[src/rtl/adc_capture_pkg.sv]
// Shared types for the multi-channel ADC capture block.
// Capture FSM states and mode encodings.
package adc_capture_pkg;

  typedef enum logic [1:0] {
    IDLE,
    ARMED,
    CAPTURE,
    DRAIN
  } state_t;

  localparam logic MODE_FREE = 1'b0;
  localparam logic MODE_TRIG = 1'b1;

endpackage

[src/rtl/adc_sample_fifo.sv]
// Per-channel synchronous sample FIFO.
// Show-ahead read data; writes while full are ignored.
module adc_sample_fifo #(
  parameter int DATA_WIDTH = 12,
  parameter int FIFO_DEPTH = 16,
  localparam int AW = $clog2(FIFO_DEPTH)
) (
  input  logic                  clk,
  input  logic                  rst,
  input  logic                  wr_en,
  input  logic [DATA_WIDTH-1:0] wr_data,
  input  logic                  rd_en,
  output logic [DATA_WIDTH-1:0] rd_data,
  output logic                  full,
  output logic                  empty,
  output logic [AW:0]           level
);

  logic [DATA_WIDTH-1:0] mem_q [FIFO_DEPTH];
  logic [AW-1:0]         wp_q;
  logic [AW-1:0]         rp_q;
  logic [AW:0]           cnt_q;
  logic                  do_wr;
  logic                  do_rd;

  assign full    = (cnt_q == (AW+1)'(FIFO_DEPTH));
  assign empty   = (cnt_q == '0);
  assign level   = cnt_q;
  assign rd_data = mem_q[rp_q];
  assign do_wr   = wr_en && !full;
  assign do_rd   = rd_en && !empty;

  always_ff @(posedge clk) begin
    if (rst) begin
      wp_q  <= '0;
      rp_q  <= '0;
      cnt_q <= '0;
    end else begin
      if (do_wr) wp_q <= wp_q + 1'b1;
      if (do_rd) rp_q <= rp_q + 1'b1;
      cnt_q <= cnt_q + {{AW{1'b0}}, do_wr}
                     - {{AW{1'b0}}, do_rd};
    end
  end

  always_ff @(posedge clk) begin
    if (do_wr) mem_q[wp_q] <= wr_data;
  end

endmodule

[src/rtl/adc_multi_ch_capture.sv]
// Multi-channel ADC capture: averaging, per-channel FIFOs,
// round-robin merge into one tagged ready/valid stream.
module adc_multi_ch_capture
  import adc_capture_pkg::*;
#(
  parameter int NUM_CHANNELS = 4,
  parameter int DATA_WIDTH   = 12,
  parameter int FIFO_DEPTH   = 16,
  parameter int MAX_AVG_LOG2 = 4,
  parameter int CNT_W        = 16,
  localparam int KW   = $clog2(MAX_AVG_LOG2+1),
  localparam int CH_W = (NUM_CHANNELS > 1) ?
                        $clog2(NUM_CHANNELS) : 1
) (
  input  logic                             clk,
  input  logic                             rst,
  input  logic [NUM_CHANNELS-1:0]          cfg_ch_en,
  input  logic                             cfg_mode,
  input  logic [KW-1:0]                    cfg_avg_log2,
  input  logic [CNT_W-1:0]                 cfg_cap_len,
  input  logic                             arm,
  input  logic                             trigger,
  input  logic                             stop,
  input  logic                             in_valid,
  input  logic [NUM_CHANNELS*DATA_WIDTH-1:0] in_data,
  output logic                             out_valid,
  input  logic                             out_ready,
  output logic [DATA_WIDTH-1:0]            out_data,
  output logic [CH_W-1:0]                  out_ch,
  output logic                             out_last,
  output logic                             busy,
  output logic                             done,
  output logic [NUM_CHANNELS-1:0]          overflow
);

  localparam int AW    = $clog2(FIFO_DEPTH);
  localparam int ACC_W = DATA_WIDTH + MAX_AVG_LOG2;
  localparam int NC    = NUM_CHANNELS;

  state_t               state_q, state_d;
  logic [NC-1:0]        en_q;
  logic                 mode_q;
  logic [KW-1:0]        k_q;
  logic [KW-1:0]        k_clamp;
  logic [CNT_W-1:0]     len_q;
  logic [CNT_W-1:0]     frm_q;
  logic [MAX_AVG_LOG2:0] avg_q;
  logic [MAX_AVG_LOG2:0] avg_mask;
  logic [NC-1:0]        ovf_q;
  logic                 done_q;

  logic                 arm_go;
  logic                 degen;
  logic                 accept;
  logic                 complete;
  logic                 last_frm;
  logic [NC-1:0]        wr_req;
  logic [NC-1:0]        full;
  logic [NC-1:0]        empty;
  logic [NC-1:0]        pop;
  logic [NC-1:0]        req;
  logic [NC-1:0]        onehot;
  logic [NC-1:0][DATA_WIDTH-1:0] dout;
  logic [NC-1:0][AW:0]  lvl;

  logic                 load;
  logic                 gnt_vld;
  logic [CH_W-1:0]      gnt;
  logic                 is_last;
  logic [CH_W-1:0]      last_q;
  logic                 out_valid_q;
  logic [DATA_WIDTH-1:0] out_data_q;
  logic [CH_W-1:0]      out_ch_q;
  logic                 out_last_q;

  assign busy     = (state_q != IDLE);
  assign done     = done_q;
  assign overflow = ovf_q;
  assign out_valid = out_valid_q;
  assign out_data  = out_data_q;
  assign out_ch    = out_ch_q;
  assign out_last  = out_last_q;

  assign k_clamp = (cfg_avg_log2 > KW'(MAX_AVG_LOG2)) ?
                   KW'(MAX_AVG_LOG2) : cfg_avg_log2;
  assign avg_mask = ({{MAX_AVG_LOG2{1'b0}}, 1'b1} << k_q)
                    - 1'b1;

  // Empty mask or zero-length triggered capture: nothing to do.
  assign arm_go   = (state_q == IDLE) && arm;
  assign degen    = (en_q == '0) ||
                    ((mode_q == MODE_TRIG) && (len_q == '0));
  assign accept   = in_valid && !degen &&
                    ((state_q == CAPTURE) ||
                     ((state_q == ARMED) && trigger));
  assign complete = (avg_q == avg_mask);
  assign last_frm = (mode_q == MODE_TRIG) && accept && complete &&
                    ((frm_q + CNT_W'(1)) == len_q);
  assign wr_req   = en_q & {NC{accept && complete}};

  for (genvar i = 0; i < NC; i++) begin : g_ch
    logic [ACC_W-1:0]      acc_q;
    logic [ACC_W-1:0]      sum;
    logic [DATA_WIDTH-1:0] res;

    assign sum = acc_q +
                 ACC_W'(in_data[i*DATA_WIDTH +: DATA_WIDTH]);
    assign res = DATA_WIDTH'(sum >> k_q);

    always_ff @(posedge clk) begin
      if (rst) acc_q <= '0;
      else if (arm_go) acc_q <= '0;
      else if (accept) acc_q <= complete ? '0 : sum;
    end

    adc_sample_fifo #(
      .DATA_WIDTH(DATA_WIDTH),
      .FIFO_DEPTH(FIFO_DEPTH)
    ) u_fifo (
      .clk    (clk),
      .rst    (rst),
      .wr_en  (wr_req[i]),
      .wr_data(res),
      .rd_en  (pop[i]),
      .rd_data(dout[i]),
      .full   (full[i]),
      .empty  (empty[i]),
      .level  (lvl[i])
    );
  end

  always_comb begin
    state_d = state_q;
    unique case (state_q)
      IDLE:
        if (arm)
          state_d = (cfg_mode == MODE_TRIG) ? ARMED : CAPTURE;
      ARMED:
        if (degen) state_d = DRAIN;
        else if (trigger) state_d = last_frm ? DRAIN : CAPTURE;
      CAPTURE:
        if (degen || last_frm ||
            ((mode_q == MODE_FREE) && stop))
          state_d = DRAIN;
      DRAIN:
        if ((&empty) && !out_valid_q) state_d = IDLE;
      default: state_d = IDLE;
    endcase
  end

  always_ff @(posedge clk) begin
    if (rst) begin
      state_q <= IDLE;
      en_q    <= '0;
      mode_q  <= MODE_FREE;
      k_q     <= '0;
      len_q   <= '0;
      frm_q   <= '0;
      avg_q   <= '0;
      ovf_q   <= '0;
      done_q  <= 1'b0;
    end else begin
      state_q <= state_d;
      done_q  <= (state_q == DRAIN) && (state_d == IDLE);
      if (arm_go) begin
        en_q   <= cfg_ch_en;
        mode_q <= cfg_mode;
        k_q    <= k_clamp;
        len_q  <= cfg_cap_len;
        frm_q  <= '0;
        avg_q  <= '0;
        ovf_q  <= '0;
      end else begin
        if (accept) avg_q <= complete ? '0 : avg_q + 1'b1;
        if (accept && complete) frm_q <= frm_q + 1'b1;
        ovf_q <= ovf_q | (wr_req & full);
      end
    end
  end

  // Round-robin search starts one past the last granted channel.
  always_comb begin
    req     = en_q & ~empty;
    gnt_vld = 1'b0;
    gnt     = last_q;
    for (int off = 1; off <= NC; off++) begin
      if (!gnt_vld && req[(int'(last_q) + off) % NC]) begin
        gnt_vld = 1'b1;
        gnt     = CH_W'((int'(last_q) + off) % NC);
      end
    end
  end

  assign load   = !out_valid_q || out_ready;
  assign onehot = NC'(1) << gnt;
  assign pop    = {NC{load && gnt_vld}} & onehot;
  assign is_last = (state_d == DRAIN) && (wr_req == '0) &&
                   (~empty == onehot) &&
                   (lvl[gnt] == (AW+1)'(1));

  always_ff @(posedge clk) begin
    if (rst) begin
      out_valid_q <= 1'b0;
      out_data_q  <= '0;
      out_ch_q    <= '0;
      out_last_q  <= 1'b0;
      last_q      <= CH_W'(NC-1);
    end else begin
      if (arm_go) last_q <= CH_W'(NC-1);
      if (load && gnt_vld) begin
        out_valid_q <= 1'b1;
        out_data_q  <= dout[gnt];
        out_ch_q    <= gnt;
        out_last_q  <= is_last;
        last_q      <= gnt;
      end else if (out_ready) begin
        out_valid_q <= 1'b0;
        out_last_q  <= 1'b0;
      end
    end
  end

endmodule

[config.mk]
export PLATFORM = sky130hd
export DESIGN_NAME = adc_multi_ch_capture
export DESIGN_NICKNAME = d
export VERILOG_FILES = /design/src/rtl/adc_capture_pkg.sv /design/src/rtl/adc_sample_fifo.sv /design/src/rtl/adc_multi_ch_capture.sv
export SDC_FILE = /design/constraint.sdc
export NUM_CORES = 1
export LEC_CHECK = 0
export BUFFER_PORTS_ARGS = -buffer_cell sky130_fd_sc_hd__buf_2
export CELL_PAD_IN_SITES_DETAIL_PLACEMENT = 1
export CELL_PAD_IN_SITES_GLOBAL_PLACEMENT = 1
export CORE_ASPECT_RATIO = 0.9
export CORE_MARGIN = 8
export CORE_UTILIZATION = 50
export CTS_BUF_LIST = sky130_fd_sc_hd__clkbuf_2
export DETAILED_ROUTE_END_ITERATION = 10
export GPL_TIMING_DRIVEN = 0
export PLACE_DENSITY_LB_ADDON = 0.2
export SLEW_MARGIN = 20
export SYNTH_ARGS = -nofsm -noshare
export SYNTH_HDL_FRONTEND = slang
export SYNTH_SLANG_ARGS = --single-unit
[constraint.sdc]
create_clock -name clk -period 7.3 [get_ports clk]
set_clock_uncertainty 0.05 [all_clocks]
set_input_delay 1.46 -clock clk [delete_from_list [all_inputs] [get_ports clk]]
set_output_delay 1.46 -clock clk [all_outputs]
set_load 0.02 [all_outputs]
# Word-level counts from Yosys, hierarchy flattened
# Memories as Yosys holds them, arrays and structs flattened. A register that Yosys moved wholly into a read port is not among the register bits.
# Cells that the tools add are included.
# classes
addsub,27
n_lt_le_gt_ge,6
n_eq_ne,12
n_shift,6
muxes,59
bitwise,11
reduce_logical,63
# op_table
operator,count
$add 16x12->16,4
$mux 16,4
$shr 16x3->12,4
$add 4x1->4 const B,8
$mux 4,8
$logic_and 1x1->1,27
$bmux 12 s2,1
$mux 1,24
$mux 2,12
$add 5x1->5,4
$eq 5x5->1 const B,4
$logic_not 5->1,4
$sub 5x1->5,4
$add 16x1->16 const B,1
$and 4x4->4,4
$eq 16x16->1,1
$logic_not 16->1,1
$lt 3x4->1 const B,4
$logic_not 1->1,13
$mux 12,1
$bmux 5 s2,1
$mux 5,2
$reduce_or 2->1,5
$bmux 1 s2,4
other kinds (24),39
# word_totals
ff_bits,186
ram_bits,768
in_bits,79
output_inout_bits,22
word_cells,218
mem_count,4
# mem_list
name,words,word_bits,rd,rd_ports_with_merged_regs,wr,line_no,source
g_ch[0].u_fifo.mem_q,16,12,1,1,1,adc_sample_fifo.sv:19,logic [DATA_WIDTH-1:0] mem_q [FIFO_DEPTH];
g_ch[1].u_fifo.mem_q,16,12,1,1,1,adc_sample_fifo.sv:19,
g_ch[2].u_fifo.mem_q,16,12,1,1,1,adc_sample_fifo.sv:19,
g_ch[3].u_fifo.mem_q,16,12,1,1,1,adc_sample_fifo.sv:19,

# Depth between registers and ports, before layout
# depth
depth_word,21
depth_mapped,19
mapped_depth_nobuf,17

# Cells and area by module
# Synthesis repeated with hierarchy kept, for this count alone.
# unflattened
hier_cells,3116
area_unflattened_um2,43878.3
# by_module_without_submodules
mod,n_inst,cells_each,area_each_um2,seq_area_each_um2
adc_sample_fifo (g_ch[0].u_fifo ...),3,402,8187.9,6105.9
adc_multi_ch_capture,1,1505,11143.2,2682.6
adc_sample_fifo (g_ch[3].u_fifo),1,405,8171.6,6105.9

# Worst setup path before layout
# Ideal clock, no wire load.
# synth_path
kind,register -> register
startpoint,register k_q[1]
endpoint,memory g_ch[1].u_fifo.mem_q[7][0] (enable)
setup_ns,0.399
t_arrival_ns,4.228
t_required_ns,6.851
slack_ns,2.623
stages_incl_launch_ff,14
path_buffers,3
synth_period_minus_slack_ns,4.677
path_cell_list,dfxtp_1 -> buf_2 -> clkinv_1 -> clkbuf_1 -> buf_1 -> nand3_1 -> ha_1 -> xnor2_1 -> a21oi_1 -> a2111oi_2 -> o21ai_4 -> nor4b_4 -> nand2_1 -> nor3b_1
# synth_via
elab_chain_len,8
# synth_lines
element,line_no,source
"start, declared",adc_multi_ch_capture.sv:43,logic [KW-1:0] k_q;
"start signal, assigned",adc_multi_ch_capture.sv:168,k_q <= k_clamp;
$shl 1x3->5,adc_multi_ch_capture.sv:86,"assign avg_mask = ({{MAX_AVG_LOG2{1'b0}}, 1'b1} << k_q)"
$sub 5x1->5,adc_multi_ch_capture.sv:87,- 1'b1;
$eq 5x5->1,adc_multi_ch_capture.sv:96,assign complete = (avg_q == avg_mask);
$logic_and 1x1->1,adc_multi_ch_capture.sv:99,assign wr_req = en_q & {NC{accept && complete}};
$and 4x4->4,adc_multi_ch_capture.sv:99,
$logic_and 1x1->1,adc_sample_fifo.sv:30,assign do_wr = wr_en && !full;
named net g_ch[1].u_fifo.do_wr,adc_sample_fifo.sv:23,logic do_wr;
$mux 1,adc_sample_fifo.sv:47,if (do_wr) mem_q[wp_q] <= wr_data;
$mux 1 (not written as such),adc_sample_fifo.sv:47,
"end, declared",adc_sample_fifo.sv:19,
# The timed path passes the listed nets, and every way through them passes these cells.

# Worst setup path in the final report
# layout_path
startpoint,register k_q[1]
endpoint,memory g_ch[1].u_fifo.mem_q[4][3] (enable)
# Same word-level chain as after synthesis.

==> summary.md <==
| Metric | Value |
|---|---|
| Outcome | finished, final reports clean |
| # DRC | 0 |
| GR Layer Usage met2 | 43.77% |
| Nets | 3443 |
| Yosys top cell area share | 53.38% |
| Syn_nets | 3075 |
| YS warnings | 0 |
| HP Start | cfg_cap_len[0] |
| Met1 Use GR | 34.38% |
| Worst EP required | 8400 ps |
| GRT Overall Usage | 26.03% |
| RSZ-0062 raised after global routing | false |
| # clock sinks | 970 |
| DRT Wirelength | 126.5 mm |
| Synthesis-stage register bit count | 970 |
| Element type at the critical path end | flop |
| WS Path Type | reg2reg |
| Die W | 325.9 µm |
| First-pass GRT wire length | 187.2 mm |
| Mapped Area | 0.04321 mm² |
| Maximum number of pins on one net before global-route repair | 22 |
| VDD IR-drop max | 0.1344 mV |
| PwrDens | 232.4 mW/mm² |
| Critical path cell sequence | buf_2 > clkinv_1 > clkbuf_1 > buf_1 > nand3_1 > ha_1 > xnor2_1 > a21oi_1 > a2111oi_2 > o21ai_4 > nor4b_4 > nand2_1 > nor3b_2 > buf_4 |
| Grt met3 use | 4.318% |
| Fin. Hold Viols | 0 |
| Worst slew pin tran | 1157 ps |
| Setup Fix Bufs, Post-CTS | 0 |
| Layout cells sized above 1 | 26.41% |
| Setup TNS | 0 ps |
| Gate Count Post-Synth | 2893 |
| Slowest CP cell | nor4b_4 |
| Clk root buf | clkbuf_2 |
| First-pass DRT Iterations | 8 |
| H-tree depth | 4 |
| Leak | 0.01626 µW |
| FILL cells | 8554 |
| CP Launch Point | k_q[1] |
| Area Growth Syn to Fin | 11.15% |
| Worst path max stage delay | 850 ps |
| Input/output buffers | 100 |
| Arrival time worst endpoint | 7480 ps |
| Post-CTS Hold Fix Bufs | 0 |
| Antenna viol nets, final | 0 |
| GPL Wtd Cong | 0.8857 |
| Critical path launch point type | flop |
| Core area | 0.08589 mm² |
| Register area share after synthesis | 62.74% |
| Post-DP HPWL | 91.76 mm |
| Max clock buf depth | 3 |
| Hold Path Class | in2reg |
| Synth Area per Inst | 14.93 µm² |
| Vias | 27760 |
| Fin crit share | 87.37% |
| Die area | 0.09609 mm² |
| Slew Limit Fails | 0 |
| Crit-path max FO | 10 |
| Fmax | 0.1568 GHz |
| Clk slew on worst S/H paths | 100 ps |
| Launch point of the worst reg-to-reg path | k_q[1] |
| Wirelength per Cell | 27.44 µm |
| Starting Density | 50.30% |
| Max-cap violation count | 0 |
| Ys flop type | edfxtp_1 |
| Commonest cells post-synth | edfxtp_1 (768), mux4_2 (251), nand2_1 (215) |
| Top-count cell post-synth | edfxtp_1 |
| Relative slew slack | 22.86% |
| Final Util | 55.91% |
| DR iter-0 viols | 2204 |
| Top cells by area, synth | edfxtp_1 (53%), mux4_2 (13%), dfxtp_1 (9.4%), ha_1 (2.8%), a21oi_1 (1.9%) |
| Rows | 102 |
| Synth area leader | edfxtp_1 |
| CTS tree | done |
| CTS buffer count | 232 |
| # IOs | 101 |
| Initial antenna violation count | 5 |
| Flop2flop setup slack | 920 ps |
| PostCTS Resize Cnt | 0 |
| Post-synthesis cell type count | 84 |
| Overall power | 11160 µW |
| # setup viols final | 0 |
| Post-synth EDFFs | 768 |
| Async SR Flop Fraction | 0% |
| Global routing's busiest layer | met2 |
| Die Y | 294.9 µm |
| Vias in the first global route | 29410 |
| Aggregate global routing overflow | 0 |
| Vias per cell | 6.022 |
| Clk Latency, worst-skew pair | 1510 ps |
| Post-layout min period | 6378 ps |
## final timing paths
kind / end / cells past startpoint
worst max-delay path: g_ch[1].u_fifo.mem_q[4][3] / 14
worst min-delay path: len_q[0] / 3
worst max register to register: g_ch[1].u_fifo.mem_q[4][3] / 14
worst min register to register: g_ch[2].acc_q[6] / 2
## sequential cells by signal (all words and copies together), names as in the netlist, named ones only
signal             flops
out_ch                 2
g_ch.u_fifo.mem_q    768
overflow               4
g_ch.u_fifo.wp_q      16
out_data              12
out_last               1
done                   1
last_q                 2
mode_q                 1
g_ch.acc_q            64
k_q                    3
frm_q                 16
en_q                   4
out_valid              1
state_q                2
g_ch.u_fifo.rp_q      16
avg_q                  5
len_q                 16
g_ch.u_fifo.level     20
## routing by layer
metal	up-vias	wire (µm)	part of all wire, %
li1	12140	-	-
met1	14330	52880	42
met2	1064	61940	49
met3	218	7878	6.2
met4	0	3780	3.0
met5	-	0	0
## cell type report
type	instances	area (µm²)	share of cell area [%]
antenna	8	20.02	0.04169
multi-input combinational	1708	15570	32.43
sequential	970	27110	56.44
buffer	161	654.4	1.363
tap	1144	1431	2.981
clock inverter	87	483.0	1.006
timing repair buffer	134	835.8	1.740
inverter	54	202.7	0.4221
clock buffer	343	1717	3.575
## per-stage QoR
stage | cell area, µm² | setup WS, ps | hold WS (ps) | instances
floorplan | 43210 | 2623 | 385.6 | 2893
global placement | 45140 | 87.72 | 392.0 | 4137
detailed placement | 45730 | 925.7 | 399.9 | 4171
CTS | 47920 | 917.7 | 43.43 | 4601
global route | 48020 | 688.8 | 130.6 | 4607
finish | 48020 | 922.0 | 230.3 | 4609
## power breakdown
group	switching, µW	internal [µW]
registers	35.3	6220
clock network	2290	1360
logic	934	317
total	3260	7900
## critical path, delay by kind of cell (launching register included)
family | cells | cell delay [ps]
AO/OA/AOI/OAI | 3 | 960
flip-flops | 1 | 320
buffers and inverters | 5 | 2010
AND/OR/NAND/NOR | 4 | 2180
XOR/XNOR | 1 | 250
adder cells (fa/ha/maj) | 1 | 320
## placed cells by master (no fill, tap or decap), types with 12 or more instances in the layout
master    netlist  routed
edfxtp_1      768     768
clkbuf_2        2     347
mux4_2        251     251
nand2_1       215     215
dfxtp_1       202     202
nor2_1        198     174
a21oi_1       162     152
buf_2          21     122
clkbuf_1      109     107
ha_1           95      95
xnor2_1        68      68
xor2_1         68      68
clkinv_1        1      65
nand3_1        64      64
o21ai_0        64      56
inv_1          53      53
mux2i_1        48      40
and2_1         39      39
nor3_1         45      37
mux2_2         31      31
buf_1          25      25
a21o_1         24      24
nor2_2          0      24
a22oi_1        22      22
o211ai_1       21      21
nand4_1        20      20
a211oi_1       19      19
buf_6           1      17
nand2b_1       17      17
buf_4           3      17
and3_1         16      16
or3_1          15      15
a31oi_1        15      14
nor4_1         12      12
nor2b_1        12      12
## cell families (layout without fill, tap and decap cells)
| family | count (synthesis) | in the layout | share of synthesized area (%) |
|---|---|---|---|
| xor+xnor | 136 | 136 | 2.757 |
| flops | 970 | 970 | 62.74 |
| mux | 331 | 331 | 15.04 |
| other cells | 0 | 8 | 0 |
| buf+inv | 215 | 779 | 1.978 |
| compound gates | 433 | 433 | 6.365 |
| fa+ha+maj | 103 | 103 | 3.122 |
| simple gates | 705 | 705 | 8.007 |
No activity file was read; power rests on OpenSTA's default activity.
